### config.mk
export PLATFORM = sky130hd
export DESIGN_NAME = mdma_91bx16_ram_resp_flat
export DESIGN_NICKNAME = d
export VERILOG_FILES = /design/src/rtl/mdma_ram_ecc_pkg.sv /design/src/rtl/mdma_91bx16_91bwe_ram_if.sv /design/src/rtl/mdma_secded91_dec.sv /design/src/rtl/mdma_91bx16_ram_resp.sv /design/src/flat_wrapper.sv
export SDC_FILE = /design/constraint.sdc
export NUM_CORES = 2
export LEC_CHECK = 0
export CORE_MARGIN = 10
export CORE_UTILIZATION = 55
export DETAILED_ROUTE_END_ITERATION = 6
export PLACE_DENSITY = 0.73
export SLEW_MARGIN = 15
export SYNTH_ARGS = -nofsm -noshare
export SYNTH_HDL_FRONTEND = slang
export SYNTH_SLANG_ARGS = --single-unit
### constraint.sdc
create_clock -name clk -period 13.7 [get_ports clk]
set_input_delay 4.11 -clock clk [delete_from_list [all_inputs] [get_ports clk]]
set_output_delay 4.11 -clock clk [all_outputs]
set_load 0.01 [all_outputs]
### src/rtl/mdma_ram_ecc_pkg.sv
// Purpose: shared constants, types and SECDED(99,91) encoder for the
//          91-bit x 16-entry RAM responder.
// Contents:
//   DATA_W/CHK_W/CW_W/DEPTH   geometry
//   codeword_t                {par, ham[6:0], data[90:0]}; data sits at the
//                             codeword LSBs, so codeword bits 0/1 are data bits 0/1
//   dec_res_t                 decoder result {data, sbe, dbe}
//   POS_TAB                   Hamming position (1..98, non power of two) per data bit
//   ecc91_ham / ecc91_enc     check-bit generation and full encode
package mdma_ram_ecc_pkg;

  localparam int unsigned DATA_W = 91;
  localparam int unsigned HAM_W  = 7;
  localparam int unsigned CHK_W  = HAM_W + 1;
  localparam int unsigned CW_W   = DATA_W + CHK_W;
  localparam int unsigned DEPTH  = 16;
  localparam int unsigned ADDR_W = $clog2(DEPTH);
  localparam int unsigned CNT_W  = 16;

  typedef struct packed {
    logic              par;
    logic [HAM_W-1:0]  ham;
    logic [DATA_W-1:0] data;
  } codeword_t;

  typedef struct packed {
    logic [DATA_W-1:0] data;
    logic              sbe;
    logic              dbe;
  } dec_res_t;

  // Data bits occupy the non-power-of-two Hamming positions 3..98 in order.
  function automatic logic [DATA_W*HAM_W-1:0] pos_tab();
    logic [DATA_W*HAM_W-1:0] t;
    int unsigned             n;
    t = '0;
    n = 0;
    for (int unsigned p = 1; p < CW_W; p++) begin
      if ((p & (p - 1)) != 0) begin
        t[n*HAM_W +: HAM_W] = HAM_W'(p);
        n++;
      end
    end
    return t;
  endfunction

  localparam logic [DATA_W*HAM_W-1:0] POS_TAB = pos_tab();

  // Hamming check bits: XOR of the positions of all set data bits.
  function automatic logic [HAM_W-1:0] ecc91_ham(input logic [DATA_W-1:0] d);
    logic [HAM_W-1:0] h;
    h = '0;
    for (int unsigned i = 0; i < DATA_W; i++) begin
      if (d[i]) h = h ^ POS_TAB[i*HAM_W +: HAM_W];
    end
    return h;
  endfunction

  // Full encode; overall parity makes the whole codeword even.
  function automatic codeword_t ecc91_enc(input logic [DATA_W-1:0] d);
    codeword_t cw;
    cw.data = d;
    cw.ham  = ecc91_ham(d);
    cw.par  = ^{cw.ham, d};
    return cw;
  endfunction

endpackage

### src/rtl/mdma_91bx16_91bwe_ram_if.sv
// Purpose: engine-side RAM port bundle (91-bit data, 16 entries).
// Signals:
//   wadr/wen/wdat   write address, enable, data   (master -> responder)
//   ren/radr        read enable, address          (master -> responder)
//   rdat/rsbe/rdbe  read data, single/double error flags (responder -> master)
interface mdma_91bx16_91bwe_ram_if;
  import mdma_ram_ecc_pkg::*;

  logic [ADDR_W-1:0] wadr;
  logic              wen;
  logic [DATA_W-1:0] wdat;
  logic              ren;
  logic [ADDR_W-1:0] radr;
  logic [DATA_W-1:0] rdat;
  logic              rsbe;
  logic              rdbe;

  modport s (input wadr, wen, wdat, ren, radr, output rdat, rsbe, rdbe);
  modport m (output wadr, wen, wdat, ren, radr, input rdat, rsbe, rdbe);

endinterface

### src/rtl/mdma_secded91_dec.sv
// Purpose: combinational SECDED(99,91) decoder.
// Ports:
//   cw_i     stored codeword
//   res_c_o  decoded data plus sbe/dbe classification (combinational)
// Single error: data corrected, sbe=1. Double (or uncorrectable) error:
// raw data bits passed through, dbe=1.
module mdma_secded91_dec
  import mdma_ram_ecc_pkg::*;
(
  input  codeword_t cw_i,
  output dec_res_t  res_c_o
);

  logic [HAM_W-1:0] syn_c;
  logic             ovr_c;

  always_comb begin
    syn_c         = cw_i.ham ^ ecc91_ham(cw_i.data);
    ovr_c         = ^cw_i;
    res_c_o.data  = cw_i.data;
    res_c_o.sbe   = 1'b0;
    res_c_o.dbe   = 1'b0;
    if (ovr_c) begin
      // Odd parity: one flipped bit, unless the syndrome points past the codeword.
      if (syn_c > HAM_W'(CW_W - 1)) begin
        res_c_o.dbe = 1'b1;
      end else begin
        res_c_o.sbe = 1'b1;
        for (int unsigned i = 0; i < DATA_W; i++) begin
          if (syn_c == POS_TAB[i*HAM_W +: HAM_W]) res_c_o.data[i] = ~cw_i.data[i];
        end
      end
    end else if (syn_c != '0) begin
      res_c_o.dbe = 1'b1;
    end
  end

endmodule

### src/rtl/mdma_91bx16_ram_resp.sv
// Purpose: responder end of the 91b x 16 RAM port: ECC-protected storage,
//          registered read data with SBE/DBE flags, error injection and
//          saturating error counters.
// Ports:
//   clk, rst          clock, asynchronous active-high reset
//   ram               slave modport (wadr/wen/wdat/ren/radr in, rdat/rsbe/rdbe out)
//   inj_sbe/inj_dbe   corrupt codeword bit 0 / bits 0,1 on the next write
//   sbe_cnt/dbe_cnt   saturating counts of reads reporting rsbe / rdbe
// Parameters: RD_LAT (1 or 2), INIT_ZERO (never-written entries read as 0).
module mdma_91bx16_ram_resp
  import mdma_ram_ecc_pkg::*;
#(
  parameter int unsigned RD_LAT    = 1,
  parameter bit          INIT_ZERO = 1'b1
) (
  input  logic                 clk,
  input  logic                 rst,
  mdma_91bx16_91bwe_ram_if.s   ram,
  input  logic                 inj_sbe,
  input  logic                 inj_dbe,
  output logic [CNT_W-1:0]     sbe_cnt,
  output logic [CNT_W-1:0]     dbe_cnt
);

  logic [CW_W-1:0]   mem_q [DEPTH];
  logic [DEPTH-1:0]  valid_q, valid_d;
  logic              pend_sbe_q, pend_sbe_d;
  logic              pend_dbe_q, pend_dbe_d;
  logic [CW_W-1:0]   wr_cw_c;

  // Fetch stage: codeword captured at the sampling edge (gives read-first).
  logic              f_vld_q, f_vld_d;
  logic              f_ent_q, f_ent_d;
  codeword_t         f_cw_q, f_cw_d;
  // Extra stage used only when RD_LAT == 2.
  logic              p_vld_q, p_vld_d;
  logic              p_ent_q, p_ent_d;
  codeword_t         p_cw_q, p_cw_d;

  codeword_t         dec_cw_c;
  logic              out_vld_c, out_ent_c;
  dec_res_t          dec_res_c;

  logic [DATA_W-1:0] rdat_q, rdat_d;
  logic              rsbe_q, rsbe_d;
  logic              rdbe_q, rdbe_d;
  logic [CNT_W-1:0]  sbe_cnt_q, sbe_cnt_d;
  logic [CNT_W-1:0]  dbe_cnt_q, dbe_cnt_d;

  // Encode write data and apply a pending (or same-edge) injection; DBE wins.
  always_comb begin
    wr_cw_c = ecc91_enc(ram.wdat);
    if (pend_dbe_q || inj_dbe) begin
      wr_cw_c[1:0] = ~wr_cw_c[1:0];
    end else if (pend_sbe_q || inj_sbe) begin
      wr_cw_c[0] = ~wr_cw_c[0];
    end
  end

  // Valid vector and injection latches; a write consumes both pending requests.
  always_comb begin
    valid_d    = valid_q;
    pend_sbe_d = pend_sbe_q | inj_sbe;
    pend_dbe_d = pend_dbe_q | inj_dbe;
    if (ram.wen) begin
      valid_d[ram.wadr] = 1'b1;
      pend_sbe_d        = 1'b0;
      pend_dbe_d        = 1'b0;
    end
  end

  // Read pipeline next-state.
  always_comb begin
    f_vld_d = ram.ren;
    f_ent_d = valid_q[ram.radr];
    f_cw_d  = ram.ren ? codeword_t'(mem_q[ram.radr]) : f_cw_q;
    p_vld_d = f_vld_q;
    p_ent_d = f_ent_q;
    p_cw_d  = f_vld_q ? f_cw_q : p_cw_q;
  end

  // Decoder input comes from the last pipeline stage for the chosen latency.
  always_comb begin
    dec_cw_c  = (RD_LAT == 2) ? p_cw_q  : f_cw_q;
    out_vld_c = (RD_LAT == 2) ? p_vld_q : f_vld_q;
    out_ent_c = (RD_LAT == 2) ? p_ent_q : f_ent_q;
  end

  mdma_secded91_dec u_dec (
    .cw_i    (dec_cw_c),
    .res_c_o (dec_res_c)
  );

  // Output registers hold until the next result; counters saturate.
  always_comb begin
    rdat_d    = rdat_q;
    rsbe_d    = rsbe_q;
    rdbe_d    = rdbe_q;
    sbe_cnt_d = sbe_cnt_q;
    dbe_cnt_d = dbe_cnt_q;
    if (out_vld_c) begin
      if (INIT_ZERO && !out_ent_c) begin
        rdat_d = '0;
        rsbe_d = 1'b0;
        rdbe_d = 1'b0;
      end else begin
        rdat_d = dec_res_c.data;
        rsbe_d = dec_res_c.sbe;
        rdbe_d = dec_res_c.dbe;
      end
      if (rsbe_d && (sbe_cnt_q != '1)) sbe_cnt_d = sbe_cnt_q + CNT_W'(1);
      if (rdbe_d && (dbe_cnt_q != '1)) dbe_cnt_d = dbe_cnt_q + CNT_W'(1);
    end
  end

  // Storage array is intentionally not reset.
  always_ff @(posedge clk) begin
    if (ram.wen) mem_q[ram.wadr] <= wr_cw_c;
  end

  always_ff @(posedge clk or posedge rst) begin
    if (rst) begin
      valid_q    <= '0;
      pend_sbe_q <= 1'b0;
      pend_dbe_q <= 1'b0;
      f_vld_q    <= 1'b0;
      f_ent_q    <= 1'b0;
      f_cw_q     <= '0;
      p_vld_q    <= 1'b0;
      p_ent_q    <= 1'b0;
      p_cw_q     <= '0;
      rdat_q     <= '0;
      rsbe_q     <= 1'b0;
      rdbe_q     <= 1'b0;
      sbe_cnt_q  <= '0;
      dbe_cnt_q  <= '0;
    end else begin
      valid_q    <= valid_d;
      pend_sbe_q <= pend_sbe_d;
      pend_dbe_q <= pend_dbe_d;
      f_vld_q    <= f_vld_d;
      f_ent_q    <= f_ent_d;
      f_cw_q     <= f_cw_d;
      p_vld_q    <= p_vld_d;
      p_ent_q    <= p_ent_d;
      p_cw_q     <= p_cw_d;
      rdat_q     <= rdat_d;
      rsbe_q     <= rsbe_d;
      rdbe_q     <= rdbe_d;
      sbe_cnt_q  <= sbe_cnt_d;
      dbe_cnt_q  <= dbe_cnt_d;
    end
  end

  assign ram.rdat = rdat_q;
  assign ram.rsbe = rsbe_q;
  assign ram.rdbe = rdbe_q;
  assign sbe_cnt  = sbe_cnt_q;
  assign dbe_cnt  = dbe_cnt_q;

endmodule

### src/flat_wrapper.sv
// flat-port wrapper written by rule: the top's interface ports become plain ports
module mdma_91bx16_ram_resp_flat import mdma_ram_ecc_pkg::*;
#(
  parameter int unsigned RD_LAT    = 1,
  parameter bit          INIT_ZERO = 1'b1
)
  (clk, rst, inj_sbe, inj_dbe, sbe_cnt, dbe_cnt, ram_wadr, ram_wen, ram_wdat, ram_ren, ram_radr, ram_rdat, ram_rsbe, ram_rdbe);
  mdma_91bx16_91bwe_ram_if ram_i ();
  input  logic clk;
  input  logic rst;
  input  logic inj_sbe;
  input  logic inj_dbe;
  output logic [CNT_W-1:0] sbe_cnt;
  output logic [CNT_W-1:0] dbe_cnt;
  input wire logic [$bits(ram_i.wadr)-1:0] ram_wadr;
  input wire logic [$bits(ram_i.wen)-1:0] ram_wen;
  input wire logic [$bits(ram_i.wdat)-1:0] ram_wdat;
  input wire logic [$bits(ram_i.ren)-1:0] ram_ren;
  input wire logic [$bits(ram_i.radr)-1:0] ram_radr;
  output wire logic [$bits(ram_i.rdat)-1:0] ram_rdat;
  output wire logic [$bits(ram_i.rsbe)-1:0] ram_rsbe;
  output wire logic [$bits(ram_i.rdbe)-1:0] ram_rdbe;
  assign ram_i.wadr = ram_wadr;
  assign ram_i.wen = ram_wen;
  assign ram_i.wdat = ram_wdat;
  assign ram_i.ren = ram_ren;
  assign ram_i.radr = ram_radr;
  assign ram_rdat = ram_i.rdat;
  assign ram_rsbe = ram_i.rsbe;
  assign ram_rdbe = ram_i.rdbe;
  mdma_91bx16_ram_resp #(.RD_LAT(RD_LAT), .INIT_ZERO(INIT_ZERO)) u_core (.clk(clk), .rst(rst), .ram(ram_i), .inj_sbe(inj_sbe), .inj_dbe(inj_dbe), .sbe_cnt(sbe_cnt), .dbe_cnt(dbe_cnt));
endmodule
## Word-level counts from Yosys, hierarchy flattened

Memory sizes are Yosys's and may differ from the RTL's. A register that Yosys moved wholly into a read port is not among the register bits.
Cells that the tools add are included.
W data, S select, Z words.

- Bitwise gates (word level): 277
- Add/subtract/negate cells: 2
- Equal/unequal tests: 93
- Multipliers: 0
- Shift operators: 0
- Magnitude comparators: 4
- Div/mod/pow operators: 0
- Reduce and logical (&&, ||, !) cells: 10
- Multiplexer cells: 294

Operators by type and width:

| kind | number |
|---|---|
| $mux W7 | 68 |
| $mux W6 | 62 |
| $eq A7 B7 Y1 const B | 34 |
| $eq A7 B6 Y1 const B | 31 |
| $not A4 Y4 | 50 |
| $not A3 Y3 | 64 |
| $mux W92 | 2 |
| $mux W5 | 30 |
| $not A5 Y5 | 22 |
| $mux W1 | 107 |
| $eq A7 B5 Y1 const B | 15 |
| $reduce_xor A99 Y1 | 1 |
| $reduce_xor A98 Y1 | 1 |
| $not A1 Y1 | 92 |
| $mux W91 | 1 |
| $not A2 Y2 | 35 |
| $mux W4 | 14 |
| $eq A7 B4 Y1 const B | 7 |
| $add A16 B1 Y16 const B | 2 |
| $ne A16 B16 Y1 const B | 2 |
| $not A6 Y6 | 4 |
| $eq A7 B3 Y1 const B | 3 |
| $mux W3 | 6 |
| $or A16 B16 Y16 | 1 |
| 14 further kinds | 26 |

- Register bits after elaboration: 145
- Memory bits (writable): 1584
- Memories kept: 1
- Latch bits: 0
- Input port bits: 105
- Memory bits (read-only): 0

Memories:

| memory | words | bits a word | read ports | clocked after memory_dff | write ports | RTL line | RTL |
|---|---|---|---|---|---|---|---|
| u_core.mem_q | 16 | 99 | 1 | 1 | 1 | mdma_91bx16_ram_resp.sv:25 | `logic [CW_W-1:0] mem_q [DEPTH];` |

## Logic depth before layout (Yosys ltp)

- Depth after elaboration: 190
- Depth in mapped cells: 11
- Depth with buffers taken out: 10

## By module

From an unflattened synthesis, not the netlist that was laid out.

- Cell total of the unflattened synthesis: 3807
- Area, all modules: 73979.7 µm²

Modules (own cells, without submodules):

| module | area each (µm²) | cells an instance | instances |
|---|---|---|---|
| mdma_91bx16_ram_resp | 70212.3 | 3387 | 1 |
| mdma_secded91_dec | 3767.4 | 420 | 1 |

## Worst setup path after synthesis

OpenSTA, ideal clock, no wires.

- Path type: input to register
- Start point: in ram_wadr[1]
- End point: reg u_core.valid_q[0]
- Data required time: 13.592 ns
- Buffers on the path: 0
- Stages on the path: 3
- Setup time: 0.108 ns
- Arrival time: 12.031 ns
- Path slack: 1.561 ns
- Path through: or3b_2 -> nor3_1 -> or2_2

- Cells in the longest elaborated chain, start to end: 5

Ends and longest elaborated chain:

| item | RTL line | RTL |
|---|---|---|
| from (decl) | flat_wrapper.sv:15 | `input wire logic [$bits(ram_i.wadr)-1:0] ram_wadr;` |
| $lt A4 B5 Y1 (implied by the code) or $ge A4 B1 Y1 (tied branches) | mdma_91bx16_ram_resp.sv:66 | `valid_d[ram.wadr] = 1'b1;` |
| $logic_and A1 B1 Y1 (implied by the code) | mdma_91bx16_ram_resp.sv:66 |  |
| $mux W1 (implied by the code) | mdma_91bx16_ram_resp.sv:66 |  |
| $demux W1 S4 * | n/a |  |
| $or A16 B16 Y16 (no line) * | n/a |  |
| to (signal assigned) | mdma_91bx16_ram_resp.sv:138 | `valid_q <= valid_d;` |
| to (decl) | mdma_91bx16_ram_resp.sv:26 | `logic [DEPTH-1:0] valid_q, valid_d;` |

Mark *: on every way between the ends. The rest lies on a longest branch, timed or not.
A chain may end at the register's enable or synchronous reset.

## Worst setup path after layout

- Start point: in ram_wdat[50]
- End point: mem u_core.mem_q[13][98] (netlist name) (data pin)

- Cells in the longest elaborated chain, start to end: 64

Ends and longest elaborated chain:

| item | RTL line | RTL |
|---|---|---|
| from (decl) | flat_wrapper.sv:17 | `input wire logic [$bits(ram_i.wdat)-1:0] ram_wdat;` |
| $mux W6 * | mdma_ram_ecc_pkg.sv:54 | `if (d[i]) h = h ^ POS_TAB[i*HAM_W +: HAM_W];` |
| $not A4 Y4 (no line) | n/a |  |
| $mux W6 * | mdma_ram_ecc_pkg.sv:54 |  |
| $not A5 Y5 (no line) | n/a |  |
| $mux W6 * | mdma_ram_ecc_pkg.sv:54 |  |
| $not A4 Y4 (no line) | n/a |  |
| $mux W6 * | mdma_ram_ecc_pkg.sv:54 |  |
| $not A5 Y5 (no line) | n/a |  |
| [47 not listed] | n/a |  |
| $mux W7 * | mdma_ram_ecc_pkg.sv:54 |  |
| $not A5 Y5 (no line) | n/a |  |
| $mux W7 * | mdma_ram_ecc_pkg.sv:54 |  |
| $not A6 Y6 (no line) | n/a |  |
| $mux W7 * (4 in series) | mdma_ram_ecc_pkg.sv:54 |  |
| via u_core.wr_cw_c[95] | mdma_91bx16_ram_resp.sv:29 | `logic [CW_W-1:0] wr_cw_c;` |
| $reduce_xor A98 Y1 * | mdma_ram_ecc_pkg.sv:64 | `cw.par = ^{cw.ham, d};` |
| via u_core.wr_cw_c[98] | mdma_91bx16_ram_resp.sv:29 |  |
| to (decl) | mdma_91bx16_ram_resp.sv:25 |  |

The timed path passes the listed nets; every way through them passes the cells marked *.

==> flow_metrics.py <==
metrics = {
    "global_route": {
        "overflow": 0,
        "use_met3": 0.0685,
        "grt_pass1_wl_um": 274000,
        "grtUsageMet1": 0.357,
        "grt_max_degree": 106,
        "met2_usage": 0.393,
        "grt_pass1_vias": 37062,
        "grt_busiest_layer": "met2",
        "antenna_found_initial": 17,
        "grt_usage": 0.253,
    },
    "worst_setup_path": {
        "critPathCaptureType": "register",
        "timing.rr.end": "u_core.ram.rdat[56]$_DFFE_PP0P_",
        "required_ns": 14.26,
        "r2r_cells": 10,
        "arrival_ns": 8.81,
        "r2r_start": "u_core.dec_cw_c[25]$_DFFE_PP0P_",
        "path_max_fanout": 18,
        "r2r_slack_ns": 8.84,
        "crit_type": "in2reg",
        "worstSetupEndpoint": "u_core.mem_q[13][98]$_DFFE_PP_",
        "timing.critical_path.from": "ram_wdat[50]",
        "critPathLaunchType": "input port",
    },
    "sta": {
        "rsz0062_at_grt": "no",
        "clock.fmax_mhz": 121,
        "setup_viol": 0,
        "slew_violations": 0,
        "min_period_ns": 8.25,
        "finalHoldViolations": 0,
        "period_share": 0.602,
        "tns_ns": 0,
        "relSlewSlack": 0.185,
        "max_slew.worst_pin.slew_ns": 1.21,
        "skew_ns": 0.0254,
    },
    "power": {
        "seqPwrFrac": 0.373,
        "p_per_area_mw_per_mm2": 232,
        "internal_power_mw": 12.2,
        "clockPowerShare": 0.245,
        "total_leakage_power_nw": 27.7,
        "pwr-share-comb": 0.382,
        "power.switching_mw": 7.43,
        "report.power.total_mw": 19.7,
        "sw_frac_of_total": 0.378,
        "irDropWorstVdd_mv": 1.05,
    },
    "place": {
        "port_buffers": 229,
        "hpwl_um": 104000,
        "globalplace.congestion": 0.863,
    },
    "logic_synthesis": {
        "synth_top_family_by_area": "multiplexers",
        "synth_cells": 3536,
        "synthAdderAreaFrac": 0.000337,
        "muxShareOfSynthArea": 0.167,
        "synthTopCellsByArea": "edfxtp_1 64%, mux4_2 15%, dfrtp_1 8.2%",
        "synthArstFlopShare": 0.133,
        "avgSynthCellArea_um2": 21.0,
        "synth-edff-count": 1584,
        "synth_top_area_share": 0.640,
        "synth_simple_gate_area_share": 0.0248,
        "netlist_area_mm2": 0.0743,
        "synth-seq-area-share": 0.722,
        "synth-compound-area-share": 0.0117,
        "ys_ff_latch": 1828,
        "yosysUniqueCellTypes": 53,
        "synth_fp_nets": 3643,
        "synthFlopType": "edfxtp_1",
        "synthXorXnorAreaFrac": 0.0645,
        "yosysWarningCount": 0,
        "yosysTopAreaCell": "edfxtp_1",
    },
    "clocking": {
        "htreeDepth": 4,
        "cts.path.max_buffers": 3,
        "cts_resized": 0,
        "clk_pin_slew_worst_paths_ns": 0.06,
        "root_buffer": "clkbuf_16",
        "cts_hold_buf": 0,
        "cts_buffers": 178,
        "cts_tree": "done",
        "cts.sinks": 1828,
        "insertion_delay_ns": 0.83,
        "cts_setup_buffers": 0,
    },
    "final_layout": {
        "area_growth_pct": 14.0,
        "fin_nets": 3940,
        "layout_commonest_cell": "edfxtp_1",
        "final_cell_mix": "1584 x edfxtp_1, 500 x mux4_2, 321 x xnor2_1",
        "post_route_cells_drive_above_1_share": 0.249,
    },
    "floorplan": {
        "start_util": 0.555,
        "core_mm2": 0.134,
        "io_pins": 230,
        "die_y_um": 388,
        "rows": 134,
        "fp.dieW_um": 388,
        "die-area_mm2": 0.150,
    },
    "drt": {
        "drtAntennaViolNets": 0,
        "vias": 36942,
        "dr.pass1.iters": 6,
        "routed_via_density": 6.42,
        "wl_per_cell_um": 33.2,
        "drt_iter0_markers": 4725,
        "wirelength_um": 191000,
        "route.detailed.drc": 0,
    },
    "run_status": {
        "status": "finished clean",
    },
    "worst_hold_path": {
        "hold_class": "reg2reg",
    },
    "flow_run": {
        "max-cap-violations": 0,
    },
}
## Yosys cell counts, types with 3 or more instances
library cell and count:
nand2_1 39, xor2_1 129, xnor3_1 29, nor4_1 9, mux2i_1 3, edfxtp_1 1584, or2_2 17, nand2_2 3
nor2b_1 93, a31o_2 4, clkbuf_1 120, nor2_1 84, and2_1 6, nand4_1 4, buf_2 3, nor3_2 9
buf_1 36, nor4_2 3, inv_1 13, nand3_1 29, mux4_2 500, mux2_2 99, xnor3_2 3, nand2b_1 15
and3_1 5, a31o_1 87, buf_4 4, dfrtp_1 244, buf_6 3, xnor2_1 325, nor3_1 7
## critical path: stages
cell and delay [ns]:
clkdlybuf4s50_1 0.86, xnor2_1 0.93, xnor2_1 0.16, xnor2_1 0.17
xnor2_1 0.52, xnor2_1 0.23, xnor2_1 0.22, xnor2_2 0.61
xnor2_1 0.22, xnor3_1 0.74
## state kept, by name, indices dropped and copies added, names as in the netlist
register	count
u_core.ram.rdat	91
u_core.sbe_cnt	16
u_core.f_ent_q	1
u_core.dec_cw_c	99
u_core.pend_sbe_q	1
u_core.f_vld_q	1
u_core.valid_q	16
u_core.ram.rsbe	1
u_core.dbe_cnt	16
u_core.ram.rdbe	1
u_core.pend_dbe_q	1
u_core.mem_q	1584
## final cells by class
type | instances | area, µm²
clock buffer | 234 | 4920
tap | 1768 | 2210
clock inverter | 100 | 870
inverter | 13 | 56.3
multi-input combinational | 1529 | 20100
fill | 8957 | 49200
sequential | 1828 | 53700
timing repair buffer | 283 | 2910
antenna | 3 | 7.51
## power groups by stage
stage | logic (mW) | registers [mW] | clock network (mW)
floorplan | 4.86 | 7.31 | 0
global placement | 7.17 | 7.42 | 0
detailed placement | 7.27 | 7.43 | 0
CTS | 7.33 | 7.32 | 4.87
global route | 7.85 | 7.34 | 5.08
finish | 7.52 | 7.33 | 4.81
## metal layers
layer	part of all wire	routed length, µm
met1	0.39	75000
met2	0.48	91000
met3	0.11	21000
met4	0.022	4290
met5	0.00083	159
## worst min-delay path by stage
stage,start,endpoint,slack (ns),cells past startpoint
after CTS,u_core.valid_q[14]$_DFFE_PP0P_,u_core.valid_q[14]$_DFFE_PP0P_,0.46,1
after floorplan,u_core.valid_q[10]$_DFFE_PP0P_,u_core.valid_q[10]$_DFFE_PP0P_,0.43,1
after global placement,u_core.valid_q[15]$_DFFE_PP0P_,u_core.valid_q[15]$_DFFE_PP0P_,0.45,1
after detailed placement,u_core.valid_q[14]$_DFFE_PP0P_,u_core.valid_q[14]$_DFFE_PP0P_,0.45,1
after global routing,u_core.valid_q[9]$_DFFE_PP0P_,u_core.valid_q[9]$_DFFE_PP0P_,0.47,1
final,u_core.valid_q[14]$_DFFE_PP0P_,u_core.valid_q[14]$_DFFE_PP0P_,0.46,1
## kinds of logic (layout without fill, tap and decap cells)
family	count (synthesis)	in the layout
adder cells (fa/ha/maj)	2	2
flip-flops	1828	1828
AND/OR/NAND/NOR	334	334
XOR/XNOR	490	490
AO/OA/AOI/OAI	99	99
other	0	3
buffers and inverters	179	630
multiplexers	604	604
## through the flow
| step | setup slack [ns] | cell area (µm²) | utilization | cells | hold WS (ns) |
|---|---|---|---|---|---|
| final | 5.45 | 84800 | 0.633 | 5758 | 0.462 |
| after global routing | 5.27 | 84800 | 0.633 | 5755 | 0.474 |
| after CTS | 5.23 | 84700 | 0.632 | 5755 | 0.462 |
| after detailed placement | 4.40 | 78900 | 0.589 | 5421 | 0.448 |
| after global placement | 4.66 | 78900 | 0.589 | 5421 | 0.448 |
| after floorplan | 1.56 | 74300 | - | 3536 | 0.434 |
(Power assumes the default switching activity.)
